===== config.mk =====
export PLATFORM = sky130hd
export DESIGN_NAME = alu_result_streamer
export DESIGN_NICKNAME = d
export VERILOG_FILES = /design/src/rtl/alu_result_streamer_pkg.sv /design/src/rtl/result_fifo.sv /design/src/rtl/alu_result_streamer.sv
export SDC_FILE = /design/constraint.sdc
export NUM_CORES = 1
export LEC_CHECK = 0
export BUFFER_PORTS_ARGS = -buffer_cell sky130_fd_sc_hd__buf_4
export CORE_MARGIN = 2
export CORE_UTILIZATION = 55
export DETAILED_ROUTE_END_ITERATION = 8
export HOLD_SLACK_MARGIN = 0.02
export PLACE_DENSITY = 0.85
export SLEW_MARGIN = 20
export SYNTH_ARGS = -nofsm -noshare
export SYNTH_HDL_FRONTEND = slang
export SYNTH_SLANG_ARGS = --single-unit

===== constraint.sdc =====
create_clock -name clk -period 3.8 [get_ports clk]
set_input_delay 0.38 -clock clk [delete_from_list [all_inputs] [get_ports clk]]
set_output_delay 0.38 -clock clk [all_outputs]
set_load 0.005 [all_outputs]

===== src/rtl/alu_result_streamer_pkg.sv =====
// Shared types and widths for the ALU result byte streamer.
// Optional change filter is enabled by defining RESULT_CHANGE_FILTER_EN.
package alu_result_streamer_pkg;

    localparam int WORD_W         = 32;
    localparam int BYTE_W         = 8;
    localparam int BYTES_PER_WORD = 4;
    localparam int IDX_W          = $clog2(BYTES_PER_WORD);

    typedef enum logic {
        IDLE = 1'b0,
        SEND = 1'b1
    } state_t;

endpackage


===== src/rtl/result_fifo.sv =====
// Word FIFO with extra-MSB pointers and a registered occupancy count.
// Read data is the combinational head so the serializer can load it on the pop edge.
module result_fifo #(
    parameter int DEPTH  = 8,
    parameter int WORD_W = 32,
    localparam int AW    = $clog2(DEPTH),
    localparam int LW    = AW + 1
) (
    input  logic              clk,
    input  logic              reset,
    input  logic              push,
    input  logic              pop,
    input  logic [WORD_W-1:0] wdata,
    output logic [WORD_W-1:0] rdata,
    output logic              full,
    output logic              empty,
    output logic [LW-1:0]     level
);

    logic [WORD_W-1:0] mem_q [DEPTH];
    logic [AW:0]       wr_ptr_q, wr_ptr_d;
    logic [AW:0]       rd_ptr_q, rd_ptr_d;
    logic [LW-1:0]     level_q, level_d;
    logic              do_push, do_pop;

    assign full  = (wr_ptr_q[AW] != rd_ptr_q[AW]) && (wr_ptr_q[AW-1:0] == rd_ptr_q[AW-1:0]);
    assign empty = (wr_ptr_q == rd_ptr_q);

    // Both qualifiers look only at registered state, so a pop never frees room for a same-cycle push.
    assign do_push = push && !full;
    assign do_pop  = pop && !empty;

    always_comb begin
        wr_ptr_d = wr_ptr_q;
        rd_ptr_d = rd_ptr_q;
        level_d  = level_q;
        if (do_push) begin
            wr_ptr_d = wr_ptr_q + 1'b1;
        end
        if (do_pop) begin
            rd_ptr_d = rd_ptr_q + 1'b1;
        end
        if (do_push && !do_pop) begin
            level_d = level_q + 1'b1;
        end else if (do_pop && !do_push) begin
            level_d = level_q - 1'b1;
        end
    end

    always_ff @(posedge clk) begin
        if (!reset) begin
            wr_ptr_q <= '0;
            rd_ptr_q <= '0;
            level_q  <= '0;
        end else begin
            wr_ptr_q <= wr_ptr_d;
            rd_ptr_q <= rd_ptr_d;
            level_q  <= level_d;
        end
    end

    always_ff @(posedge clk) begin
        if (do_push) begin
            mem_q[wr_ptr_q[AW-1:0]] <= wdata;
        end
    end

    assign rdata = mem_q[rd_ptr_q[AW-1:0]];
    assign level = level_q;

endmodule


===== src/rtl/alu_result_streamer.sv =====
// Captures ALU result words into a FIFO and streams them MSB byte first on a valid/ready port.
// Define RESULT_CHANGE_FILTER_EN to accept only captures that differ from the last accepted word.
module alu_result_streamer
    import alu_result_streamer_pkg::*;
#(
    parameter int DEPTH = 8,
    parameter int CNT_W = 4
) (
    input  logic              clk,
    input  logic              reset,
    input  logic              capture_i,
    input  logic [WORD_W-1:0] data_i,
    output logic [BYTE_W-1:0] byte_o,
    output logic              byte_valid_o,
    input  logic              byte_ready_i,
    output logic [CNT_W-1:0]  level_o,
    output logic              overflow_o,
    output logic              busy_o
);

    localparam logic [IDX_W-1:0] LAST_IDX = IDX_W'(BYTES_PER_WORD - 1);

    state_t            state_q, state_d;
    logic [WORD_W-1:0] shift_q, shift_d;
    logic [IDX_W-1:0]  idx_q, idx_d;
    logic              overflow_q, overflow_d;

    logic              fifo_full, fifo_empty;
    logic [WORD_W-1:0] fifo_rdata;
    logic              accept, push, pop, handshake;

`ifdef RESULT_CHANGE_FILTER_EN
    logic [WORD_W-1:0] last_q;
    logic              last_valid_q;

    assign accept = capture_i && (!last_valid_q || (data_i != last_q));

    // The compare word tracks what actually entered the FIFO, not what was offered.
    always_ff @(posedge clk) begin
        if (!reset) begin
            last_q       <= '0;
            last_valid_q <= 1'b0;
        end else if (push) begin
            last_q       <= data_i;
            last_valid_q <= 1'b1;
        end
    end
`else
    assign accept = capture_i;
`endif

    assign push      = accept && !fifo_full;
    assign pop       = (state_q == IDLE) && !fifo_empty;
    assign handshake = (state_q == SEND) && byte_ready_i;

    result_fifo #(
        .DEPTH  (DEPTH),
        .WORD_W (WORD_W)
    ) u_fifo (
        .clk   (clk),
        .reset (reset),
        .push  (push),
        .pop   (pop),
        .wdata (data_i),
        .rdata (fifo_rdata),
        .full  (fifo_full),
        .empty (fifo_empty),
        .level (level_o)
    );

    always_ff @(posedge clk) begin
        if (!reset) begin
            state_q    <= IDLE;
            shift_q    <= '0;
            idx_q      <= '0;
            overflow_q <= 1'b0;
        end else begin
            state_q    <= state_d;
            shift_q    <= shift_d;
            idx_q      <= idx_d;
            overflow_q <= overflow_d;
        end
    end

    always_comb begin
        state_d    = state_q;
        shift_d    = shift_q;
        idx_d      = idx_q;
        overflow_d = overflow_q | (accept && fifo_full);
        unique case (state_q)
            IDLE: begin
                if (!fifo_empty) begin
                    shift_d = fifo_rdata;
                    idx_d   = '0;
                    state_d = SEND;
                end
            end
            SEND: begin
                if (handshake) begin
                    if (idx_q == LAST_IDX) begin
                        state_d = IDLE;
                    end else begin
                        shift_d = shift_q << BYTE_W;
                        idx_d   = idx_q + 1'b1;
                    end
                end
            end
            default: state_d = IDLE;
        endcase
    end

    always_comb begin
        byte_valid_o = 1'b0;
        busy_o       = 1'b0;
        byte_o       = '0;
        if (state_q == SEND) begin
            byte_valid_o = 1'b1;
            busy_o       = 1'b1;
            byte_o       = shift_q[WORD_W-1 -: BYTE_W];
        end
    end

    assign overflow_o = overflow_q;

endmodule


==> reports/metrics.csv, run 1 <==
metric,value,unit
report.final.slew_viol_count,0,
drc,0,
die_w,153,um
firstDrtPassIters,5,
layout_setup_ws,0.577,ns
syn_nets,706,
sequentialPowerShare,45.8,%
status,"finished, final reports clean",
critPathMaxFanout,9,
syn_avg_cell_area,18.5,um2
ir_worst_vdd,0.425,mV
placed_area,0.0129,mm2
rr_worst_depth,10,
grt_usage,20.7,%
final_nets,760,
yosysSeqAreaShare,71.0,%
rsz0062_at_grt,no,
h-tree-depth,1,
dieArea,0.0235,mm2
dpl.hpwl,13600,um
hold_slack,0.0572,ns
period_share,84.8,%
clock-root-buffer,clkbuf_16,
start_kind,flip-flop,
hold_violations,0,
maxCapViolCount,0,
worstMarginPinSlew,1.13,ns
cts_resized,0,
period_needed,3.22,ns
crit_required,4.27,ns
gp_congestion,0.794,
setup.worst_path.end_class,flip-flop,
grt_max_degree,53,
final_util,63.4,%
drt_iter0_drc,478,
yosys_register_bits,307,
p_per_area,668,mW/mm2
cpPeakStageDelay,0.65,ns
cts_setup_buffers,0,
die_y,153,um
ant_nets,0,
p_int,6.63,mW
cp_top_family,compound AO/OA/AOI/OAI gates,
core,0.0218,mm2
drt-vias-per-instance,6.23,
power_frac_clock,29.1,%
syn_to_final_growth,12.9,%
cts_buffers,29,
yosysWarnings,0,
setup_violations,0,
ios,51,
wire_per_inst,23.8,um
worstPathCellList,"xor2_2, o41ai_2, inv_1, ha_1, inv_1, ha_1, a21o_1, a21oi_1, mux2i_1, mux2i_1",
n_antenna_cell,0,
clock_latency,0.55,ns
drive_gt1_share,25.0,%
cp_num_cells,10,
grt_pass1_vias,6558,
antenna_found_initial,0,
netSwitchingPower,2.61,mW
combinationalPowerShare,25.1,%
critical_path_class,flip-flop to flip-flop,
setup_tns,0,ns
clock-sinks,307,
fillers,1479,
start_util,56.2,%
cts_tree,done,
whs_path_depth,1,
arrival,3.69,ns
crit_buf_inv,2,
vias,6358,
switching_share,28.3,%
std_cell_rows,54,
max-slew-margin-rel,24.6,%
finalClockSkew,0.0147,ns
syn_area,0.0123,mm2
design_area,0.0138,mm2
cts_buffer_depth,3,
preCtsSetupSlack,0.693,ns
max_clock_freq,0.310,GHz
crit_slowest_cell,o41ai_2,
min_path_type,primary input to flip-flop,
portBuffers,50,
grt_overflow,0,
p_leak,4.66,nW
grt_pass1_wl,37600,um
clk_pin_slew,0.06,ns
hold_buffers,0,
wl,24300,um
syn_inst,663,
synth_cell_types,36,
## worst register-to-register path, delay by kind of cell (launching register included)
| kind | cells | cell delay [ns] |
|---|---|---|
| adder cells (fa/ha/maj) | 2 | 0.52 |
| flip-flops | 1 | 0.61 |
| XOR/XNOR | 1 | 0.21 |
| buffers and inverters | 2 | 0.34 |
| AO/OA/AOI/OAI | 3 | 1.03 |
| multiplexers | 2 | 0.44 |
## kinds of logic (layout without fill, tap and decap cells)
family | after synthesis | count (layout) | share of synthesized area, %
flip-flops | 307 | 307 | 71.0
AND/OR/NAND/NOR | 119 | 119 | 4.89
multiplexers | 102 | 102 | 14.9
AO/OA/AOI/OAI | 71 | 71 | 5.47
buffers and inverters | 49 | 126 | 2.34
XOR/XNOR | 8 | 8 | 0.633
adder cells (fa/ha/maj) | 7 | 7 | 0.776
## flip-flops by register name, summed over array words and instances, names as in the netlist, named ones only
register,count
overflow_o,1
u_fifo.level,4
state_q,1
shift_q,32
u_fifo.wr_ptr_q,4
u_fifo.rd_ptr_q,4
u_fifo.mem_q,256
idx_q,2
## power groups by stage
stage / combinational, mW / clock, mW / sequential, mW
after CTS: 2.34 / 2.74 / 4.23
final: 2.32 / 2.69 / 4.23
after floorplan: 1.92 / 0 / 4.11
after global routing: 2.49 / 2.87 / 4.26
after global placement: 2.21 / 0 / 4.26
after detailed placement: 2.29 / 0 / 4.29
## per-layer routing
metal / part of all wire, % / global-route usage [%]
met5: 0 / 0
met4: 2.3 / 6.04
met3: 5.7 / 2.47
met2: 53 / 35.6
met1: 39 / 28.3
## cell usage after synthesis (all sizes together)
cell | instances | area [um2]
a211o | 24 | 210
a21boi | 6 | 45.0
a21o | 1 | 7.51
a21oi | 1 | 5.00
a31oi | 1 | 6.26
and2 | 12 | 75.1
and3 | 9 | 56.3
buf | 25 | 195
clkbuf | 20 | 76.3
dfxtp | 51 | 1020
edfxtp | 256 | 7690
fa | 1 | 20.0
ha | 6 | 75.1
inv | 4 | 15.0
mux2i | 38 | 380
mux4 | 64 | 1440
nand2 | 37 | 139
nand2b | 6 | 37.5
nand3 | 5 | 25.0
nor2 | 17 | 63.8
nor2b | 28 | 175
nor3 | 3 | 15.0
o2111a | 24 | 270
o21a | 9 | 67.6
o21ai | 3 | 15.0
o41ai | 2 | 43.8
or3 | 2 | 12.5
xnor2 | 4 | 35.0
xor2 | 4 | 42.6
## final timing paths
kind,start,end,slack [ns]
setup / recovery,u_fifo.wr_ptr_q[1]$_SDFFE_PN0N_,u_fifo.level[3]$_SDFFE_PN0P_,0.58
hold / removal,data_i[8],u_fifo.mem_q[6][8]$_DFFE_PP_,0.06
setup reg to reg,u_fifo.wr_ptr_q[1]$_SDFFE_PN0N_,u_fifo.level[3]$_SDFFE_PN0P_,0.58
hold reg to reg,idx_q[1]$_SDFFE_PN0P_,idx_q[1]$_SDFFE_PN0P_,0.49
## layout by cell type, fill, tap and decap left out, types with 2 or more instances in the layout
master	Yosys	layout
edfxtp_1	256	256
buf_4	6	66
mux4_2	64	64
dfxtp_1	51	48
mux2i_1	38	38
nand2_1	37	37
clkbuf_16	0	29
nor2b_1	28	27
a211o_1	24	24
o2111a_1	24	24
and2_1	12	12
nor2_1	17	11
and3_1	9	9
o21a_1	9	9
clkbuf_1	19	9
clkinv_1	0	7
nor2_4	0	6
nand2b_1	6	6
ha_1	6	6
nand3_1	5	5
inv_1	4	4
xnor2_1	4	4
xor2_1	3	3
a21boi_0	3	3
a21boi_1	3	3
o21ai_0	3	3
or3_1	2	2
dfxtp_2	0	2
clkinv_2	0	2
clkbuf_8	0	2
buf_12	2	2
## layout make-up
class / count / area (um2) / share of cell area (%)
timing repair buffer: 68 / 536 / 3.87
sequential: 307 / 8710 / 63.0
clock buffer: 40 / 787 / 5.69
tap: 280 / 350 / 2.53
inverter: 4 / 15.0 / 0.108
clock inverter: 14 / 103 / 0.741
multi-input combinational: 307 / 3330 / 24.1
## through the flow
step,total power [mW],cells
CTS,9.30,1020
global route,9.62,1020
global placement,6.47,966
floorplan,6.03,663
detailed placement,6.58,966
finish,9.24,1020
No activity file was read; power rests on OpenSTA's default activity.
==> inputs of run 2 (changes only) <==
- CORE_UTILIZATION: 55 -> 61
- PLACE_DENSITY: 0.85 -> 0.89
- clock period: 3.8 -> 3.3 ns (I/O delays scaled with it)
==> run 2 against run 1 <==
  * Sequential cell count unchanged
  * Die area down 9.6%
  * Via count up 3.7%
  * Cell count up 1.8%
  * Critical path type unchanged
==> reports/metrics.csv, run 2 (synthesized netlist as in run 1, its figures left out) <==
metric,value,unit,change
status,"finished, final reports clean",,
final_common_cell,edfxtp_1,,
arrival,3.50,ns,-0.19 ns
max-slew-margin-rel,51.1,%,+26 points
hold_violations,0,,unchanged
dieArea,0.0212,mm2,-9.6%
drt-vias-per-instance,6.35,,+1.9%
start_util,62.6,%,+6.4 points
cts_tree,done,,
drt_iter0_drc,673,,+41%
maxCapViolCount,0,,unchanged
place_inst,952,,-1.4%
crit_required,3.77,ns,-0.50 ns
drc,0,,unchanged
wl,25500,um,+5.1%
antenna_found_initial,0,,unchanged
ir_worst_vdd,0.537,mV,+26%
grt_overflow,0,,unchanged
cts_setup_buffers,0,,unchanged
h-tree-depth,1,,unchanged
p_per_area,771,mW/mm2,+15%
clock_latency,0.55,ns,about the same
clock-root-buffer,clkbuf_16,,
min_path_type,primary input to flip-flop,,
period_share,91.7,%,+6.9 points
dpl.hpwl,14000,um,+2.6%
grt_max_degree,53,,unchanged
grt_usage,24.4,%,+3.7 points
clock-sinks,307,,unchanged
setup_violations,0,,unchanged
cts_buffers,30,,+3.4%
largest_reg_flops,256,,unchanged
start_kind,flip-flop,,
cts_buffer_depth,3,,unchanged
std_cell_rows,51,,-5.6%
ios,51,,unchanged
final_util,73.0,%,+9.6 points
max_clock_freq,0.331,GHz,+6.5%
critPathMaxFanout,9,,unchanged
p_leak,4.86,nW,+4.3%
report.final.slew_viol_count,0,,unchanged
rsz0062_at_grt,no,,
firstDrtPassIters,5,,unchanged
syn_to_final_growth,16.6,%,
n_antenna_cell,0,,unchanged
clk_pin_slew,0.06,ns,about the same
p_total,11.0,mW,+19%
core,0.0196,mm2,-10%
wire_per_inst,24.6,um,+3.3%
vias,6593,,+3.7%
portBuffers,50,,unchanged
setup_tns,0,ns,unchanged
grt_pass1_vias,6932,,+5.7%
final_cell_mix,"edfxtp_1 (256), mux4_2 (64), buf_4 (63)",,
gp_congestion,0.811,,+2.2%
instances_no_fill,1038,,+1.8%
period_needed,3.03,ns,-0.197 ns
grt_pass1_wl,39500,um,+5.2%
final_nets,793,,+4.3%
ant_nets,0,,unchanged
worstMarginPinSlew,0.732,ns,-0.396 ns
die_y,146,um,-4.9%
drive_gt1_share,25.4,%,+0.36 points
setup.worst_path.end_class,flip-flop,,
finalClockSkew,0.00942,ns,-0.00529 ns
die_w,146,um,-4.9%
critical_path_class,flip-flop to flip-flop,,
## run 2: changes by cell type in the layout (fill, tap and decap cells not counted), moves of 2 or more
cell	change
clkbuf_8	-2
clkbuf_1	-7
clkinv_1	-2
clkbuf_16	+2
dlygate4sd3_1	+31
clkinv_2	+9
buf_4	-3
buf_12	+4
bufinv_16	+3
## run 2: layout make-up
type | instances | area [um2]
inverters | 4 | 15.0
well taps | 265 | 332
repair buffers | 100 | 903
multi-input cells | 307 | 3340
clock inverters | 22 | 209
fillers | 1071 | 5290
flip-flops and latches | 307 | 8710
clock buffers | 33 | 783
## run 2: worst max-delay path, cell delays in order (launching register included)
cell	delay (ns)
dfxtp_1	0.62
xor2_2	0.20
o41ai_2	0.41
inv_1	0.19
ha_1	0.25
inv_1	0.14
ha_1	0.26
a21o_1	0.19
a21oi_1	0.20
mux2i_1	0.27
mux2i_1	0.22
## run 2: path summary, 6_finish.rpt
path / from / endpoint / slack (ns) / cells after the start
setup / recovery: u_fifo.wr_ptr_q[1]$_SDFFE_PN0N_ / u_fifo.level[3]$_SDFFE_PN0P_ / 0.27 / 10
hold / removal: data_i[21] / u_fifo.mem_q[6][21]$_DFFE_PP_ / 0.03 / 1
hold reg to reg: idx_q[1]$_SDFFE_PN0P_ / idx_q[1]$_SDFFE_PN0P_ / 0.49 / 2
setup reg to reg: u_fifo.wr_ptr_q[1]$_SDFFE_PN0N_ / u_fifo.level[3]$_SDFFE_PN0P_ / 0.27 / 10
## run 2: per-stage QoR
step                      hold slack (ns)  setup slack (ns)  area (um2)
final                              0.0254             0.274       14300
after global routing               0.0254            0.0935       14300
after CTS                          0.0203             0.318       14300
after detailed placement            0.481             0.349       13000
after global placement              0.453             0.633       13000
after floorplan                     0.429             0.343       12300
## run 2: power by group
part / switching (mW) / internal, mW / leakage, nW
logic: 1.34 / 1.40 / 1.62
registers: 0.353 / 4.52 / 2.75
clock network: 1.40 / 2.01 / 0.492
## run 2: what timing repair did
item / 4_1_cts / 5_1_grt
hold endpoints to repair: 240 / 3
resized for setup: 0 / 0
hold buffers: 30 / 1
## run 2: per-layer routing
layer,share of wire (%),vias to the layer above,global-route usage (%)
li1,-,2815,-
met1,38,3363,32.0
met2,51,352,42.0
met3,7.8,63,4.36
met4,2.8,0,8.09
met5,0,-,0
==> inputs of run 3 (changes only) <==
- SETUP_SLACK_MARGIN: unset -> 0.5
==> run 3 against run 2 <==
  * Clock-buffer cell count did not move
  * Hold slack improved by 0.0052 ns
  * Global-route usage barely moved
  * Largest power group unchanged
  * Wire length rose by 0.20%
  * Total power barely moved
  * Highest routed layer unchanged
  * Core utilization rose by 0.077 points
  * Clock power barely moved
  * Non-clock buffer count rose by 1
  * Register-to-register slack improved by 0.38 ns
  * Critical path type unchanged
==> reports/metrics.csv, run 3 (synthesized netlist as in run 1, its figures left out) <==
metric,value,unit,change
status,"finished, final reports clean",,
period_share,80.3,%,-11 points
use_met2,42.0,%,+0.071 points
dieArea,0.0212,mm2,unchanged
ant_nets,0,,unchanged
hold_slack,0.0307,ns,+0.00524 ns
finalClockSkew,0.0113,ns,+0.00190 ns
instances_no_fill,1039,,+0.096%
regArea,0.00872,mm2,about the same
clock-root-buffer,clkbuf_16,,
worstPathCellList,"xor2_2, o41ai_2, inv_2, ha_1, inv_2, ha_1, a21o_1, a21oi_1, mux2i_1, mux2i_1",,
std_cell_rows,51,,unchanged
fillers,1069,,-0.19%
busiest_layer,met2,,
setup_tns,0,ns,unchanged
grt_overflow,0,,unchanged
p_per_area,771,mW/mm2,about the same
vias,6568,,-0.38%
n_antenna_cell,0,,unchanged
crit_required,3.77,ns,about the same
grt_usage,24.5,%,+0.049 points
firstDrtPassIters,6,,+1
drt_iter0_drc,586,,-13%
min_path_type,primary input to flip-flop,,
p_total,11.0,mW,about the same
largest_reg_flops,256,,unchanged
rsz0062_at_grt,no,,
clock_latency,0.55,ns,about the same
drive_gt1_share,26.0,%,+0.61 points
grt_pass1_wl,39600,um,+0.16%
die_w,146,um,unchanged
cts_buffers,30,,unchanged
wl,25600,um,+0.20%
layout_setup_ws,0.650,ns,+0.375 ns
worstMarginPinSlew,0.755,ns,+0.0228 ns
dpl.hpwl,14000,um,unchanged
design_area,0.0143,mm2,+0.10%
start_kind,flip-flop,,
setup.worst_path.end_class,flip-flop,,
preCtsSetupSlack,0.349,ns,unchanged
hold_violations,0,,unchanged
crit_slowest_cell,o41ai_2,,
drt-vias-per-instance,6.32,,-0.48%
maxCapViolCount,0,,unchanged
ir_worst_vdd,0.537,mV,about the same
antenna_found_initial,0,,unchanged
core,0.0196,mm2,unchanged
final_common_cell,edfxtp_1,,
syn_to_final_growth,16.7,%,
grt_max_degree,53,,unchanged
setup_violations,0,,unchanged
max_clock_freq,0.377,GHz,+14%
globalRouteMet1Util,32.1,%,about the same
placed_area,0.0130,mm2,unchanged
drc,0,,unchanged
period_needed,2.65,ns,-0.375 ns
final_nets,794,,+0.13%
clock-sinks,307,,unchanged
cts_buffer_depth,3,,unchanged
cpPeakStageDelay,0.42,ns,-0.20 ns
grtUsageMet3,4.36,%,unchanged
cp_top_family,compound AO/OA/AOI/OAI gates,,
cts_tree,done,,
crit_buf_inv,2,,unchanged
portBuffers,50,,unchanged
critical_path_class,flip-flop to flip-flop,,
place_inst,952,,unchanged
clk_pin_slew,0.06,ns,about the same
max-slew-margin-rel,49.7,%,-1.4 points
final_util,73.1,%,+0.077 points
grt_pass1_vias,6945,,+0.19%
start_util,62.6,%,unchanged
wire_per_inst,24.6,um,+0.11%
gp_congestion,0.811,,unchanged
die_y,146,um,unchanged
arrival,3.12,ns,-0.38 ns
final_cell_mix,"edfxtp_1 (256), mux4_2 (64), buf_4 (64)",,
critPathMaxFanout,9,,unchanged
multi_input_area,0.00334,mm2,unchanged
p_leak,4.87,nW,about the same
report.final.slew_viol_count,0,,unchanged
h-tree-depth,1,,unchanged
ios,51,,unchanged
==> run 3: path summary, 6_finish.rpt <==
kind | from | to | slack, ns | cells past startpoint
max reg2reg | u_fifo.wr_ptr_q[1]$_SDFFE_PN0N_ | u_fifo.level[3]$_SDFFE_PN0P_ | 0.65 | 10
min reg2reg | idx_q[1]$_SDFFE_PN0P_ | idx_q[1]$_SDFFE_PN0P_ | 0.49 | 2
max | u_fifo.wr_ptr_q[1]$_SDFFE_PN0N_ | u_fifo.level[3]$_SDFFE_PN0P_ | 0.65 | 10
min | data_i[21] | u_fifo.mem_q[5][21]$_DFFE_PP_ | 0.03 | 1
==> run 3: report_power, final <==
group | leakage (nW) | internal (mW) | switching, mW
sequential | 2.75 | 4.52 | 0.354
combinational | 1.63 | 1.40 | 1.34
clock | 0.492 | 2.01 | 1.40
==> run 3: final cells by class <==
type,count,share of cell area (%)
clock buffers,33,5.47
clock inverters,22,1.46
inverters,4,0.105
multi-input cells,307,23.3
flip-flops and latches,307,60.9
well taps,265,2.32
repair buffers,101,6.36
==> run 3: timing repair <==
item                                    in CTS  in global routing
endpoints found under the hold margin      240                  3
pin swaps                                    0                  1
cloned                                       0                  0
endpoints found under the setup margin       1                  1
hold buffers                                30                  1
setup buffers                                0                  1
resized for setup                            2                  4
==> run 3: metal layers <==
metal | share of wire (%) | wire, um | up-vias
li1 | - | - | 2816
met1 | 37 | 9580 | 3368
met2 | 52 | 13200 | 324
met3 | 8.2 | 2090 | 60
met4 | 2.6 | 671 | 0
met5 | 0 | 0 | -
